File: config.mk
export PLATFORM = sky130hd
export DESIGN_NAME = dot_product_accumulator_flat
export DESIGN_NICKNAME = d
export VERILOG_FILES = /design/src/rtl/dot_product_accumulator_if.sv /design/src/rtl/dot_product_accumulator.sv /design/src/flat_wrapper.sv
export SDC_FILE = /design/constraint.sdc
export NUM_CORES = 1
export LEC_CHECK = 0
export ABC_AREA = 1
export BUFFER_PORTS_ARGS = -buffer_cell sky130_fd_sc_hd__buf_2
export CAP_MARGIN = 20
export CORE_MARGIN = 3
export CORE_UTILIZATION = 35
export CTS_BUF_LIST = sky130_fd_sc_hd__clkbuf_4 sky130_fd_sc_hd__clkbuf_8
export CTS_CLUSTER_DIAMETER = 150
export DETAILED_ROUTE_END_ITERATION = 10
export GPL_TIMING_DRIVEN = 1
export PLACE_DENSITY = 0.58
export SLEW_MARGIN = 15
export SYNTH_ARGS = -nofsm -noshare
export SYNTH_HDL_FRONTEND = slang
export SYNTH_SLANG_ARGS = --single-unit
File: constraint.sdc
create_clock -name clk -period 4.75 [get_ports clk]
set_input_delay 0.475 -clock clk [delete_from_list [all_inputs] [get_ports clk]]
set_output_delay 0.475 -clock clk [all_outputs]
set_load 0.02 [all_outputs]
File: src/rtl/dot_product_accumulator_if.sv
// Product-stream input and dot-product result handshake bundle.
// Carries both valid/ready channels of the accumulator.
interface dot_product_accumulator_if #(
  parameter int DATA_W = 64,
  parameter int LEN    = 8,
  parameter int CNT_W  = $clog2(LEN+1),
  parameter int ACC_W  = DATA_W + $clog2(LEN)
);
  logic              in_valid;
  logic              in_ready;
  logic [DATA_W-1:0] in_data;
  logic              in_last;
  logic              out_valid;
  logic              out_ready;
  logic [ACC_W-1:0]  out_data;
  logic [CNT_W-1:0]  out_count;

  modport master (
    output in_valid, in_data, in_last, out_ready,
    input  in_ready, out_valid, out_data, out_count
  );

  modport slave (
    input  in_valid, in_data, in_last, out_ready,
    output in_ready, out_valid, out_data, out_count
  );
endinterface

File: src/rtl/dot_product_accumulator.sv
// Sums up to LEN unsigned product terms into one dot-product result.
// Terms arrive on a valid/ready stream; results leave on another.
module dot_product_accumulator #(
  parameter int DATA_W = 64,
  parameter int LEN    = 8,
  parameter int CNT_W  = $clog2(LEN+1),
  parameter int ACC_W  = DATA_W + $clog2(LEN)
) (
  input  logic clk,
  input  logic rst,
  dot_product_accumulator_if.slave bus
);

  typedef enum logic [1:0] {
    INIT,
    ACC,
    SEND
  } state_t;

  state_t            state_q, state_d;
  logic [ACC_W-1:0]  acc_q, acc_d;
  logic [CNT_W-1:0]  cnt_q, cnt_d;
  logic              rdy_q, rdy_d;
  logic              vld_q, vld_d;
  logic [ACC_W-1:0]  dat_q, dat_d;
  logic [CNT_W-1:0]  ocnt_q, ocnt_d;
  logic [ACC_W-1:0]  sum;
  logic              fin;

  assign sum = acc_q + ACC_W'(bus.in_data);
  // A LEN-th term with in_last set is still a single termination.
  assign fin = bus.in_last || (cnt_q == CNT_W'(LEN-1));

  always_comb begin
    state_d = state_q;
    acc_d   = acc_q;
    cnt_d   = cnt_q;
    rdy_d   = rdy_q;
    vld_d   = vld_q;
    dat_d   = dat_q;
    ocnt_d  = ocnt_q;
    unique case (state_q)
      INIT: begin
        rdy_d   = 1'b1;
        state_d = ACC;
      end
      ACC: begin
        if (bus.in_valid && rdy_q) begin
          if (fin) begin
            dat_d   = sum;
            ocnt_d  = cnt_q + CNT_W'(1);
            vld_d   = 1'b1;
            rdy_d   = 1'b0;
            acc_d   = '0;
            cnt_d   = '0;
            state_d = SEND;
          end else begin
            acc_d = sum;
            cnt_d = cnt_q + CNT_W'(1);
          end
        end
      end
      SEND: begin
        if (vld_q && bus.out_ready) begin
          vld_d   = 1'b0;
          rdy_d   = 1'b1;
          state_d = ACC;
        end
      end
      default: state_d = INIT;
    endcase
  end

  always_ff @(posedge clk or negedge rst) begin
    if (!rst) begin
      state_q <= INIT;
      acc_q   <= '0;
      cnt_q   <= '0;
      rdy_q   <= 1'b0;
      vld_q   <= 1'b0;
      dat_q   <= '0;
      ocnt_q  <= '0;
    end else begin
      state_q <= state_d;
      acc_q   <= acc_d;
      cnt_q   <= cnt_d;
      rdy_q   <= rdy_d;
      vld_q   <= vld_d;
      dat_q   <= dat_d;
      ocnt_q  <= ocnt_d;
    end
  end

  assign bus.in_ready  = rdy_q;
  assign bus.out_valid = vld_q;
  assign bus.out_data  = dat_q;
  assign bus.out_count = ocnt_q;

endmodule

File: src/flat_wrapper.sv
// flat-port wrapper written by rule: the top's interface ports become plain ports
module dot_product_accumulator_flat 
#(
  parameter int DATA_W = 64,
  parameter int LEN    = 8,
  parameter int CNT_W  = $clog2(LEN+1),
  parameter int ACC_W  = DATA_W + $clog2(LEN)
)
  (clk, rst, bus_in_valid, bus_in_data, bus_in_last, bus_out_ready, bus_in_ready, bus_out_valid, bus_out_data, bus_out_count);
  dot_product_accumulator_if #(.DATA_W(DATA_W), .LEN(LEN), .CNT_W(CNT_W), .ACC_W(ACC_W)) bus_i ();
  input  logic clk;
  input  logic rst;
  input wire logic [$bits(bus_i.in_valid)-1:0] bus_in_valid;
  input wire logic [$bits(bus_i.in_data)-1:0] bus_in_data;
  input wire logic [$bits(bus_i.in_last)-1:0] bus_in_last;
  input wire logic [$bits(bus_i.out_ready)-1:0] bus_out_ready;
  output wire logic [$bits(bus_i.in_ready)-1:0] bus_in_ready;
  output wire logic [$bits(bus_i.out_valid)-1:0] bus_out_valid;
  output wire logic [$bits(bus_i.out_data)-1:0] bus_out_data;
  output wire logic [$bits(bus_i.out_count)-1:0] bus_out_count;
  assign bus_i.in_valid = bus_in_valid;
  assign bus_i.in_data = bus_in_data;
  assign bus_i.in_last = bus_in_last;
  assign bus_i.out_ready = bus_out_ready;
  assign bus_in_ready = bus_i.in_ready;
  assign bus_out_valid = bus_i.out_valid;
  assign bus_out_data = bus_i.out_data;
  assign bus_out_count = bus_i.out_count;
  dot_product_accumulator #(.DATA_W(DATA_W), .LEN(LEN), .CNT_W(CNT_W), .ACC_W(ACC_W)) u_core (.clk(clk), .rst(rst), .bus(bus_i));
endmodule
==> run metrics <==
status finished, final reports clean; initial core utilization 35.90%; MaxCap Viol Count 0; top cell type's share of synthesized area 32.92%; Synth Area in Simple Gates 38.21%; H-Tree Depth 4; Placer Congestion a little over 1; Residual DRC 0; combinational family with the most area after synthesis simple AND/OR/NAND/NOR gates; Unique masters post-synth 32; Critical Path Start Type flip-flop; post-synthesis cell count between 1.5k and 2k; highest cell delay on the worst timing path 0.92 ns; WL final 40300 um; Worst path slowest cell inv_2; CTS Sinks approximately 150; gr ovfl total 0; relative slew slack between 20% and 30%; worst-path fanout max 46; vias per cell about 5; Die W 184.1 um; post_cts resized 0; Critical Path RT between 5 and 6 ns; core area 30910 um2; final antenna-violating net count 0; crit path time final 2.605 ns; max-slew violation count 0; xor-xnor portion of the synthesized cell area under 10%; maximum clock frequency 383.9 MHz; Ant. Diodes 0; Die Ht 184.1 um; CTS tree yes; CTS clk-pin slew, worst paths approximately 0.09 ns; Post-CTS Setup Inserts 0; CP Cell Sequence ha_1 > a31oi_1 > inv_1 > nand2_4 > inv_2 > nand3b_1 > nand2_1; starting DRC count in detailed routing ~760; first-pass detailed-route iteration total 5; largest cells by area after synthesis dfrtp_1 (33%), nand2_1 (23%), inv_1 (8.9%); mapped cell area ~11000 um2; hold crit path type in2reg; Boundary Pins 142; Clk Latency, worst-skew pair around 0.50 ns; Synth Area in Adders 7.509%; P per Cell Area 656.4 nW/um2; vias post-DR between 10k and 15k; Leak 7.172 nW; mux contribution to synthesized area 0%; Cell Rows 64; largest net degree at the start of global routing 84; synthesized flop and latch total 146; clock tree buffer depth 2; Critical Path AT about 3.0 ns; YS warnings 0; measured slew at the worst slew-check pin 1.076 ns; CTS root buf clkbuf_8; share of the yosys chip area belonging to registers approximately 33%; Area Overhead vs Synth 14.82%; IO buf count 141; crit path kind reg2reg; syn nets 1879; worst vdd ir 0.2602 mV; CTS buffer count 17; Avg Cell Area, Syn 6.363 um2; detailed-route wire length per cell approximately 18 um; Clock Skew 0.01868 ns; Placed Area 12240 um2; Tot GR Track Use 23.69%; number of global-route vias before repair 10.79k; RSZ-0062 raised after global routing false; Yosys top cell by area dfrtp_1; initial antenna violation count 0; total negative setup slack 0 ns; final instance area 12740 um2; crit share post-route a little over half; fill count between 3k and 4k; Hold Vio Cnt, Final 0; layout cell share with drive strength beyond 1 approximately 12%; Compound-Gate Fraction of Synth Area under 10%; first-pass GRT wire length 61070 um; final setup fails 0; crit path capture type flip-flop; Final HPWL DP 32470 um; die area 33880 um2; Layout Nets between 2k and 2.5k
-- cells in the mapped netlist (all sizes together) --
library cell,number
xnor2,20
nor3,17
or2,2
and2,1
xor2,7
nand2,696
o21bai,11
a21oi,85
a31oi,2
nand3b,21
nand4,7
o22ai,2
nor2,150
clkbuf,16
fa,1
nor4,3
nand3,121
dfrtp,146
buf,12
ha,65
o21ai,93
inv,266
-- path summary, 6_finish.rpt --
check / start / cells past startpoint / endpoint / slack [ns]
min in group asynchronous: rst / 2 / u_core.bus.out_data[45] / 0.51
worst max-delay path: u_core.cnt_q[0] / 7 / u_core.bus.out_data[28] / 2.15
worst max register to register: u_core.cnt_q[0] / 7 / u_core.bus.out_data[28] / 2.15
worst min-delay path: bus_out_ready / 2 / u_core.bus.out_valid / 0.16
max in group asynchronous: rst / 3 / u_core.bus.out_data[28] / 3.35
worst min register to register: u_core.bus.out_data[26] / 2 / u_core.bus.out_data[26] / 0.48
-- critical path, delay by kind of cell, from the launching register on --
| kind | cells | cell delay (ns) |
|---|---|---|
| AOI/OAI and AO/OA | 1 | 0.12 |
| adders and majority gates | 1 | 0.21 |
| DFF | 1 | 0.43 |
| and+or+nand+nor | 3 | 0.66 |
| buffers and inverters | 2 | 1.08 |
-- routing by layer --
metal | part of all wire (%) | GRT usage (%)
met1 | 46 | 31.67
met2 | 48 | 40.41
met3 | 4.2 | 3.205
met5 | 0 | 0
met4 | 2.1 | 6.259
-- state kept, by name, summed over array words and instances, names as in the netlist --
name and cells:
u_core.bus.out_data 67, u_core.bus.out_valid 1, u_core.bus.out_count 4, u_core.cnt_q 4, u_core.state_q 2, u_core.acc_q 67, u_core.bus.in_ready 1
-- stage by stage --
step / setup slack, ns / util (%) / power (mW) / hold slack, ns / instances
floorplan: 2.549 / - / 5.454 / 0.1794 / 1744
global placement: 1.996 / 39.59 / 7.055 / 0.4596 / 2257
detailed placement: 1.993 / 39.59 / 7.084 / 0.4611 / 2257
CTS: 2.124 / 41.22 / 8.380 / 0.1284 / 2290
global route: 1.932 / 41.22 / 9.053 / 0.1572 / 2290
finish: 2.145 / 41.22 / 8.363 / 0.1556 / 2290
-- cell usage in the layout (no fill, tap or decap), drive strengths merged, types with 3 or more instances in the layout --
cell type / n
ha: 65
a21oi: 85
buf: 145
clkbuf: 18
nand3b: 21
xor2: 7
nor2: 150
dfrtp: 146
xnor2: 20
o21bai: 11
clkinv: 3
inv: 271
nor3: 17
bufinv: 6
nand3: 121
nand4: 7
o21ai: 93
nand2: 696
nor4: 3
-- cells by family (layout without fill, tap and decap cells) --
family / after synthesis / in the layout
xor gates and xnor gates: 27 / 27
DFF: 146 / 146
buffers and inverters: 294 / 444
and+or+nand+nor: 1018 / 1018
AOI/OAI and AO/OA: 193 / 193
adders and majority gates: 66 / 66
-- power by group --
part	total [mW]	switching (mW)	internal [mW]	leakage, nW
Sequential	2.10	0.314	1.79	1.87
Combinational	5.01	3.46	1.54	5.06
Clock	1.26	0.555	0.701	0.249
Total	8.36	4.33	4.03	7.17
-- layout make-up --
type                       instances  area [um2]  share of cell area [%]
multi-input combinational       1304        6335                   49.72
clock buffer                      18       247.7                   1.944
timing repair buffer             146       764.5                   6.000
tap                              396       495.5                   3.889
inverter                         266       998.5                   7.837
clock inverter                    14       246.5                   1.935
sequential                       146        3654                   28.68
-- what timing repair did --
action / CTS / global route
hold buffers: 1 / 0
endpoints found under the hold margin: 37 / 0
setup endpoints to repair: 0 / 0
Power figures use the tool's default switching activity.
